--- config.mk ---
export PLATFORM = sky130hd
export DESIGN_NAME = reset_sequencer
export DESIGN_NICKNAME = d
export VERILOG_FILES = /design/src/rtl/reset_sequencer.sv
export SDC_FILE = /design/constraint.sdc
export NUM_CORES = 1
export LEC_CHECK = 0
export CAP_MARGIN = 20
export CORE_MARGIN = 10
export CORE_UTILIZATION = 59
export CTS_CLUSTER_SIZE = 40
export DETAILED_ROUTE_END_ITERATION = 10
export PLACE_DENSITY_LB_ADDON = 0.15
export SLEW_MARGIN = 20
export SYNTH_ARGS = -nofsm -noshare
export SYNTH_HDL_FRONTEND = slang
export SYNTH_SLANG_ARGS = --single-unit
--- constraint.sdc ---
create_clock -name clk_i -period 2.3 [get_ports clk_i]
set_clock_uncertainty 0.15 [all_clocks]
set_input_delay 0.23 -clock clk_i [delete_from_list [all_inputs] [get_ports clk_i]]
set_output_delay 0.23 -clock clk_i [all_outputs]
set_load 0.02 [all_outputs]
--- src/rtl/reset_sequencer.sv ---
`default_nettype none
// ============================================================================
//  Module   : reset_sequencer
//  Purpose  : Board reset sequencer. Holds every channel in reset while the
//             clock manager is unlocked or the pushbutton is pressed. Releases
//             channels one at a time after a hold period. Once running, it
//             gives each channel its own software-reset pulse.
//  Revision : 1.0 - initial release
// ============================================================================
module reset_sequencer #(
  parameter int N_CH            = 4,
  parameter int HOLD_CYCLES     = 16,
  parameter int STAGE_GAP       = 8,
  parameter int DEBOUNCE_CYCLES = 100000
) (
  input  logic            clk_i,
  input  logic            rst_n_i,
  input  logic            btn_n_i,
  input  logic            locked_i,
  input  logic [N_CH-1:0] sw_rst_i,
  output logic [N_CH-1:0] reset_o,
  output logic            ready_o,
  output logic [1:0]      state_o
);

  localparam int c_HOLD_W  = $clog2(HOLD_CYCLES + 1);
  localparam int c_SEQ_MAX = (N_CH - 1) * STAGE_GAP;
  localparam int c_SEQ_W   = (c_SEQ_MAX > 0) ? $clog2(c_SEQ_MAX + 1) : 1;
  localparam int c_DB_W    = $clog2(DEBOUNCE_CYCLES + 1);

  localparam logic [c_HOLD_W-1:0] c_HOLD_LAST = c_HOLD_W'(HOLD_CYCLES - 1);
  localparam logic [c_HOLD_W-1:0] c_HOLD_FULL = c_HOLD_W'(HOLD_CYCLES);
  localparam logic [c_HOLD_W-1:0] c_HOLD_ONE  = c_HOLD_W'(1);
  localparam logic [c_SEQ_W-1:0]  c_SEQ_LAST  = c_SEQ_W'(c_SEQ_MAX);
  localparam logic [c_SEQ_W-1:0]  c_SEQ_ONE   = c_SEQ_W'(1);
  localparam logic [c_DB_W-1:0]   c_DB_LAST   = c_DB_W'(DEBOUNCE_CYCLES - 1);
  localparam logic [c_DB_W-1:0]   c_DB_ONE    = c_DB_W'(1);

  typedef enum logic [1:0] {
    ST_ASSERT = 2'd0,
    ST_HOLD   = 2'd1,
    ST_SEQ    = 2'd2,
    ST_RUN    = 2'd3
  } state_t;

  logic [1:0]          r_lock_sync;
  logic [1:0]          r_btn_sync;
  logic                r_pressed;
  logic [c_DB_W-1:0]   r_db_cnt;
  state_t              r_state;
  state_t              w_state_nxt;
  logic [c_HOLD_W-1:0] r_hold_cnt;
  logic [c_HOLD_W-1:0] w_hold_nxt;
  logic [c_SEQ_W-1:0]  r_seq_cnt;
  logic [c_SEQ_W-1:0]  w_seq_nxt;
  logic [N_CH-1:0]     r_reset;
  logic [N_CH-1:0]     w_reset_nxt;
  logic [c_HOLD_W-1:0] r_sw_cnt [N_CH];
  logic [c_HOLD_W-1:0] w_sw_nxt [N_CH];
  logic                w_lock_s;
  logic                w_btn_s;
  logic                w_fault;

  assign w_lock_s = r_lock_sync[1];
  assign w_btn_s  = r_btn_sync[1];
  assign w_fault  = !w_lock_s || r_pressed;

  // Two-flop synchronisers; reset leaves lock absent and the button released.
  always_ff @(posedge clk_i) begin
    if (!rst_n_i) begin
      r_lock_sync <= 2'b00;
      r_btn_sync  <= 2'b11;
    end else begin
      r_lock_sync <= {r_lock_sync[0], locked_i};
      r_btn_sync  <= {r_btn_sync[0], btn_n_i};
    end
  end

  // Debounce: count consecutive samples that disagree with the current state.
  // A sample that agrees with the current state clears the count.
  always_ff @(posedge clk_i) begin
    if (!rst_n_i) begin
      r_pressed <= 1'b0;
      r_db_cnt  <= '0;
    end else if (w_btn_s == r_pressed) begin
      // btn_s is active low, so btn_s equal to pressed means the sample disagrees.
      if (r_db_cnt >= c_DB_LAST) begin
        r_pressed <= !r_pressed;
        r_db_cnt  <= '0;
      end else begin
        r_db_cnt  <= r_db_cnt + c_DB_ONE;
      end
    end else begin
      r_db_cnt <= '0;
    end
  end

  // Sequencer state, counters and registered resets.
  always_ff @(posedge clk_i) begin
    if (!rst_n_i) begin
      r_state    <= ST_ASSERT;
      r_hold_cnt <= '0;
      r_seq_cnt  <= '0;
      r_reset    <= '1;
      r_sw_cnt   <= '{default: '0};
    end else begin
      r_state    <= w_state_nxt;
      r_hold_cnt <= w_hold_nxt;
      r_seq_cnt  <= w_seq_nxt;
      r_reset    <= w_reset_nxt;
      r_sw_cnt   <= w_sw_nxt;
    end
  end

  // Next state and next resets. Software counters default to zero, so any
  // exit from RUN cancels their pulses.
  always_comb begin
    w_state_nxt = r_state;
    w_hold_nxt  = r_hold_cnt;
    w_seq_nxt   = r_seq_cnt;
    w_reset_nxt = r_reset;
    for (int k = 0; k < N_CH; k++) begin
      w_sw_nxt[k] = '0;
    end

    if (w_fault) begin
      w_state_nxt = ST_ASSERT;
      w_reset_nxt = '1;
      w_hold_nxt  = '0;
      w_seq_nxt   = '0;
    end else begin
      case (r_state)
        ST_ASSERT: begin
          w_state_nxt = ST_HOLD;
          w_reset_nxt = '1;
          w_hold_nxt  = '0;
        end
        ST_HOLD: begin
          w_reset_nxt = '1;
          if (r_hold_cnt >= c_HOLD_LAST) begin
            // Channel 0 releases at the first SEQ cycle itself.
            w_state_nxt    = ST_SEQ;
            w_seq_nxt      = '0;
            w_reset_nxt[0] = 1'b0;
          end else begin
            w_hold_nxt = r_hold_cnt + c_HOLD_ONE;
          end
        end
        ST_SEQ: begin
          if (!r_reset[N_CH-1]) begin
            w_state_nxt = ST_RUN;
          end else begin
            if (r_seq_cnt != c_SEQ_LAST) begin
              w_seq_nxt = r_seq_cnt + c_SEQ_ONE;
            end
            // Look one SEQ cycle ahead because the resets are registered.
            for (int k = 0; k < N_CH; k++) begin
              if (int'(r_seq_cnt) + 1 >= k * STAGE_GAP) begin
                w_reset_nxt[k] = 1'b0;
              end
            end
          end
        end
        ST_RUN: begin
          for (int k = 0; k < N_CH; k++) begin
            if (sw_rst_i[k]) begin
              w_sw_nxt[k]    = c_HOLD_FULL;
              w_reset_nxt[k] = 1'b1;
            end else if (r_sw_cnt[k] != '0) begin
              w_sw_nxt[k]    = r_sw_cnt[k] - c_HOLD_ONE;
              w_reset_nxt[k] = (r_sw_cnt[k] != c_HOLD_ONE);
            end else begin
              w_reset_nxt[k] = 1'b0;
            end
          end
        end
        default: begin
          w_state_nxt = ST_ASSERT;
          w_reset_nxt = '1;
        end
      endcase
    end
  end

  // In RUN a channel's reset is high only during its software pulse.
  assign ready_o = (r_state == ST_RUN) && (r_reset == '0);
  assign reset_o = r_reset;
  assign state_o = r_state;

endmodule
`default_nettype wire
==> After elaboration in Yosys (flattened, before gate mapping) <==
Cells that the tools add are included.
{ "word_totals": {"out_inout_bits": 7, "reg_bits": 58, "inputBits": 8, "wordCells": 116} }
{ "classes": {"bitwise": 7, "magnitude_cmp": 6, "n_addsub": 8, "mux": 32, "eq_ne": 17, "n_reduce_logical": 27} }
{ "op_table": {"columns": ["op", "count"], "rows": [
  ["5-bit two-way mux", 12],
  ["32-bit by 1-bit greater-or-equal comparator with 1-bit output, second input constant", 1],
  ["32-bit by 5-bit greater-or-equal comparator with 1-bit output, second input constant", 1],
  ["32-bit by 6-bit greater-or-equal comparator with 1-bit output, second input constant", 1],
  ["5-bit by 1-bit inequality test with 1-bit output, second input constant", 4],
  ["5-bit one-hot mux with 2 select lines", 2],
  ["5-bit nonzero test", 4],
  ["5-bit OR reduction", 4],
  ["5-bit by 1-bit subtractor with 5-bit output, second input constant", 4],
  ["17-bit by 1-bit adder with 17-bit output, second input constant", 1],
  ["17-bit greater-or-equal comparator, second input constant", 1],
  ["2-bit inequality test, second input constant", 8],
  ["4-bit one-hot mux with 4 select lines", 1],
  ["1-bit two-way mux", 13],
  ["5-bit by 1-bit adder with 5-bit output, second input constant", 2],
  ["2-bit AND reduction", 5],
  ["1-bit inverter", 7],
  ["5-bit by 1-bit adder with 6-bit output, second input constant", 1],
  ["6-bit by 5-bit greater-or-equal comparator with 1-bit output, second input constant", 1],
  ["2-bit one-hot mux with 3 select lines", 1],
  ["3-bit OR reduction", 2],
  ["5-bit by 4-bit greater-or-equal comparator with 1-bit output, second input constant", 1],
  ["5-bit inequality test, second input constant", 1],
  ["2-bit == test, second input constant", 2],
  ["other kinds (14)", 17]
]} }

==> Depth between registers and ports, before layout <==
{ "logic_depth": {"depth_word": 5, "depth_mapped": 8, "mapped_depth_nobuf": 7} }

==> Least setup slack after synthesis <==
OpenSTA, ideal clock, no wires.
{ "synth_timing": {"path_kind": "register to register", "startpoint": "reg r_state[1] (netlist: state_o[1])", "endpoint": "reg r_seq_cnt[2]", "path_stages_with_launch": 8, "t_required_ns": 2.080, "path_slack_ns": 0.123, "t_arrival_ns": 1.957, "path_buffers": 1, "synth_period_minus_slack_ns": 2.177, "setup_time_ns": 0.070, "cell_sequence": "dfxtp_1 > inv_1 > ha_1 > nor3b_2 > and2_1 > buf_6 > or4_1 > a21oi_1"} }
{ "synth_via": {"elab_chain_cells": 3, "elab_cells_between_ends": 8, "classes_between": "5 x eq/ne; 1 x mux; 2 x reduce/logical"} }
{ "synth_rtl": {"columns": ["item", "line_no", "source"], "rows": [
  ["from (decl)", "50", "state_t r_state;"],
  ["from (signal assigned)", "107", "r_state <= w_state_nxt;"],
  ["2-bit == test or 2-bit by 1-bit == test with 1-bit output (tied branches)", "132", "case (r_state)"],
  ["2-bit inequality test (no line) or 2-bit nonzero test (tied branches)", null, null],
  ["4-bit AND reduction (no line)", null, null],
  ["to (signal assigned)", "109", "r_seq_cnt <= w_seq_nxt;"],
  ["to (decl)", "54", "logic [c_SEQ_W-1:0] r_seq_cnt;"]
]} }
Several ways; a longest one is shown, not always the timed one.
A chain may end at the register's enable or synchronous reset.

==> Worst setup path after layout <==
{ "layout_timing": {"startpoint": "reg r_hold_cnt[0]", "endpoint": "reg r_seq_cnt[2]"} }
{ "layout_via": {"elab_chain_cells": 3} }
{ "layout_rtl": {"columns": ["item", "line_no", "source"], "rows": [
  ["from (decl)", "52", "logic [c_HOLD_W-1:0] r_hold_cnt;"],
  ["from (signal assigned)", "108", "r_hold_cnt <= w_hold_nxt;"],
  ["5-bit by 4-bit greater-or-equal comparator with 1-bit output", "140", "if (r_hold_cnt >= c_HOLD_LAST) begin"],
  ["2-bit inequality test (no line)", null, null],
  ["4-bit AND reduction (no line)", null, null]
]} }
No other way between the ends.

==> flow_metrics.tcl <==
set metrics [dict create \
    diodes 0 \
    ys_top_cells_by_count "dfxtp_1 (58), nor2_1 (50), ha_1 (22), inv_1 (22), xnor2_1 (19)" \
    setup_viol 0 \
    ys_ff_latch 58 \
    syn_avg_cell_area_um2 8.755 \
    core-area_mm2 0.004723 \
    grt_pass1_wl_mm 9.729 \
    htree_levels 3 \
    layout-drive-gt1-share 0.09141 \
    postLayoutCellArea_mm2 0.003324 \
    num_vias 2318 \
    synth-main-ff-cell "dfxtp_1" \
    crit_type "reg2reg" \
    ys_async_sr_fraction 0 \
    cts_sinks 58 \
    area_growth_syn_to_layout_pct 15.07 \
    ys_seq_area_frac 0.4019 \
    slew_viol_final 0 \
    grt_max_degree 13 \
    clock_latency_ns 0.33 \
    hold_buffers 0 \
    syn_inst 330 \
    ios 15 \
    die-area_mm2 0.008096 \
    end_kind "flop" \
    synth_edf_count 0 \
    reg2reg_from "r_hold_cnt[0]$_SDFFE_PP0P_" \
    grt_pass1_vias 2259 \
    clkTransAtPathRegs_ns 0.07 \
    crit_path_max_incr_delay_ns 0.49 \
    layout.cells.non_filler 428 \
    synth_top_area_share 0.4019 \
    ys_types 50 \
    synth.top_cells.by_area "dfxtp_1 (40%), ha_1 (9.5%), nor2_1 (6.5%), xnor2_1 (5.8%), inv_1 (2.9%)" \
    yosys.area.top_type "dfxtp_1" \
    cts_resized 0 \
    drt-vias-per-instance 5.416 \
    leakage_uw 0.001275 \
    wl_per_cell_um 12.68 \
    cts_tree "built" \
    rrSetupSlack_ns 0.20 \
    ant_nets 0 \
    dr.pass1.iters 4 \
    placed_area_mm2 0.003132 \
    yosysWarnings 0 \
    hold_viol 0 \
    power_density_mw_per_mm2 587.9 \
    maxCapViolCount 0 \
    die_x_um 89.98 \
    antenna_found_initial 0 \
    tightestPinTransition_ns 0.3318 \
    cpMaxStageDelayCell "or4_1" \
    power_uw 1954 \
    numCtsBuffers 9 \
    critPathRequiredTime_ns 2.42 \
    cp.arrival_ns 2.21 \
    syn_area_mm2 0.002889 \
    worst-path-buf-inv 0 \
    holdPathEnd "r_btn_sync[1]$_SDFF_PN1_" \
    chipHeight_um 89.98 \
    post-cts-setup-buffers 0 \
    hpwl_mm 4.025 \
    yosysMostFrequentCell "dfxtp_1" \
    io_buffers 14 \
    syn-num-nets 360 \
    crit_fanout 10 \
    max-vdd-ir-drop_mv 0.5030 \
    outcome "finished, final reports clean" \
    cp_top_family "simple AND/OR/NAND/NOR gates" \
    drt_first_iter_violations 97 \
    wl_mm 5.427 \
    fin_nets 386 \
    overflow 0 \
    groute.usage.overall 0.1405 \
    hold_slack_ns 0.2615 \
    reg2reg_depth 7 \
    reg2reg_to "r_seq_cnt[2]$_SDFFE_PP0P_" \
    setup-tns-final_ns 0 \
    gp_congestion 0.7939 \
    clock-root-buffer "clkbuf_8" \
    clockBufferDepth 2 \
    cp_cell_sequence "ha_1 > and3_2 > ha_1 > nor3b_2 > and2_2 > or4_1 > a21oi_1" \
    drc 0 \
    hp-start "r_btn_sync[0]$_SDFF_PN1_" \
    fin_crit_sh 0.9110 \
    slew_headroom 0.7731 \
    fin_crit_ns 2.095 \
    hp-class "reg2reg" \
    place_inst 412 \
    fmax_mhz 477.3 \
    cp-start-kind "flop" \
    hold_depth 1 \
    cp_common_cell "ha_1" \
    rows 25 \
    initial_core_util 0.6117 \
    rsz0062_at_grt "false" \
]
-- routing by layer --
layer | vias up | global-route usage | share of wire
li1 | 1205 | - | -
met1 | 1063 | 0.1596 | 0.47
met2 | 39 | 0.2318 | 0.48
met3 | 11 | 0.03574 | 0.032
met4 | 0 | 0.08488 | 0.020
met5 | - | 0 | 0
-- logic make-up after synthesis --
family / synth area share
compound gates: 0.1312
xor+xnor: 0.06973
fa+ha+maj: 0.09528
buf+inv: 0.04288
flops: 0.4019
mux: 0.02079
simple gates: 0.2382
-- worst max-delay path by stage --
| stage | start | to | slack (ns) | cells past startpoint |
|---|---|---|---|---|
| after global placement | r_hold_cnt[0]$_SDFFE_PP0P_ | r_seq_cnt[2]$_SDFFE_PP0P_ | 0.24 | 7 |
| after floorplan | state_o[1]$_SDFFE_PP0P_ | r_seq_cnt[2]$_SDFFE_PP0P_ | 0.12 | 7 |
| final | r_hold_cnt[0]$_SDFFE_PP0P_ | r_seq_cnt[2]$_SDFFE_PP0P_ | 0.20 | 7 |
| after detailed placement | r_hold_cnt[0]$_SDFFE_PP0P_ | r_seq_cnt[1]$_SDFFE_PP0P_ | 0.16 | 7 |
| after CTS | state_o[0]$_SDFFE_PP0P_ | ready_o | 0.01 | 3 |
| after global routing | r_hold_cnt[0]$_SDFFE_PP0P_ | reset_o[0]$_SDFFE_PP1P_ | 0.05 | 7 |
-- report_power, final --
| part | leakage, µW | internal [µW] | switching (µW) |
|---|---|---|---|
| sequential | 0.000469 | 1010 | 2.84 |
| clock | 0.0000958 | 492 | 397 |
| combinational | 0.000711 | 27.1 | 26.5 |
| total | 0.00128 | 1530 | 426 |
-- cells in the final DEF (no fill, tap or decap), drive strengths merged, types with 6 or more instances in the layout --
cell / Yosys / final
nand4: 7 / 7
mux2i: 6 / 6
nor3: 14 / 14
nand2: 19 / 19
inv: 22 / 22
ha: 22 / 22
buf: 4 / 8
nor2: 50 / 50
o21ai: 8 / 8
dfxtp: 58 / 58
clkbuf: 3 / 10
clkdlybuf4s50: 0 / 13
and2: 6 / 6
nand3: 14 / 14
a21oi: 11 / 11
xnor2: 19 / 19
-- registers in the layout, summed over array words and instances, names as in the netlist --
signal / cells
r_btn_sync: 2
r_db_cnt: 17
r_hold_cnt: 5
r_lock_sync: 2
r_pressed: 1
r_seq_cnt: 5
r_sw_cnt: 20
reset_o: 4
state_o: 2
-- cell type report --
class / instances / area, µm²
multi-input cells: 243 / 1608
fillers: 363 / 1399
flip-flops and latches: 58 / 1162
repair buffers: 22 / 202.7
clock buffers: 10 / 127.6
well taps: 67 / 83.83
inverters: 22 / 82.58
clock inverters: 6 / 57.56
-- stage by stage --
step | util | worst slack (ns)
final | 0.7038 | 0.2048
after global routing | 0.7038 | 0.05266
after CTS | 0.7023 | 0.01462
after detailed placement | 0.6630 | 0.1601
after global placement | 0.6630 | 0.2431
after floorplan | - | 0.1231
Note: power is estimated with default switching activity, not from simulation.
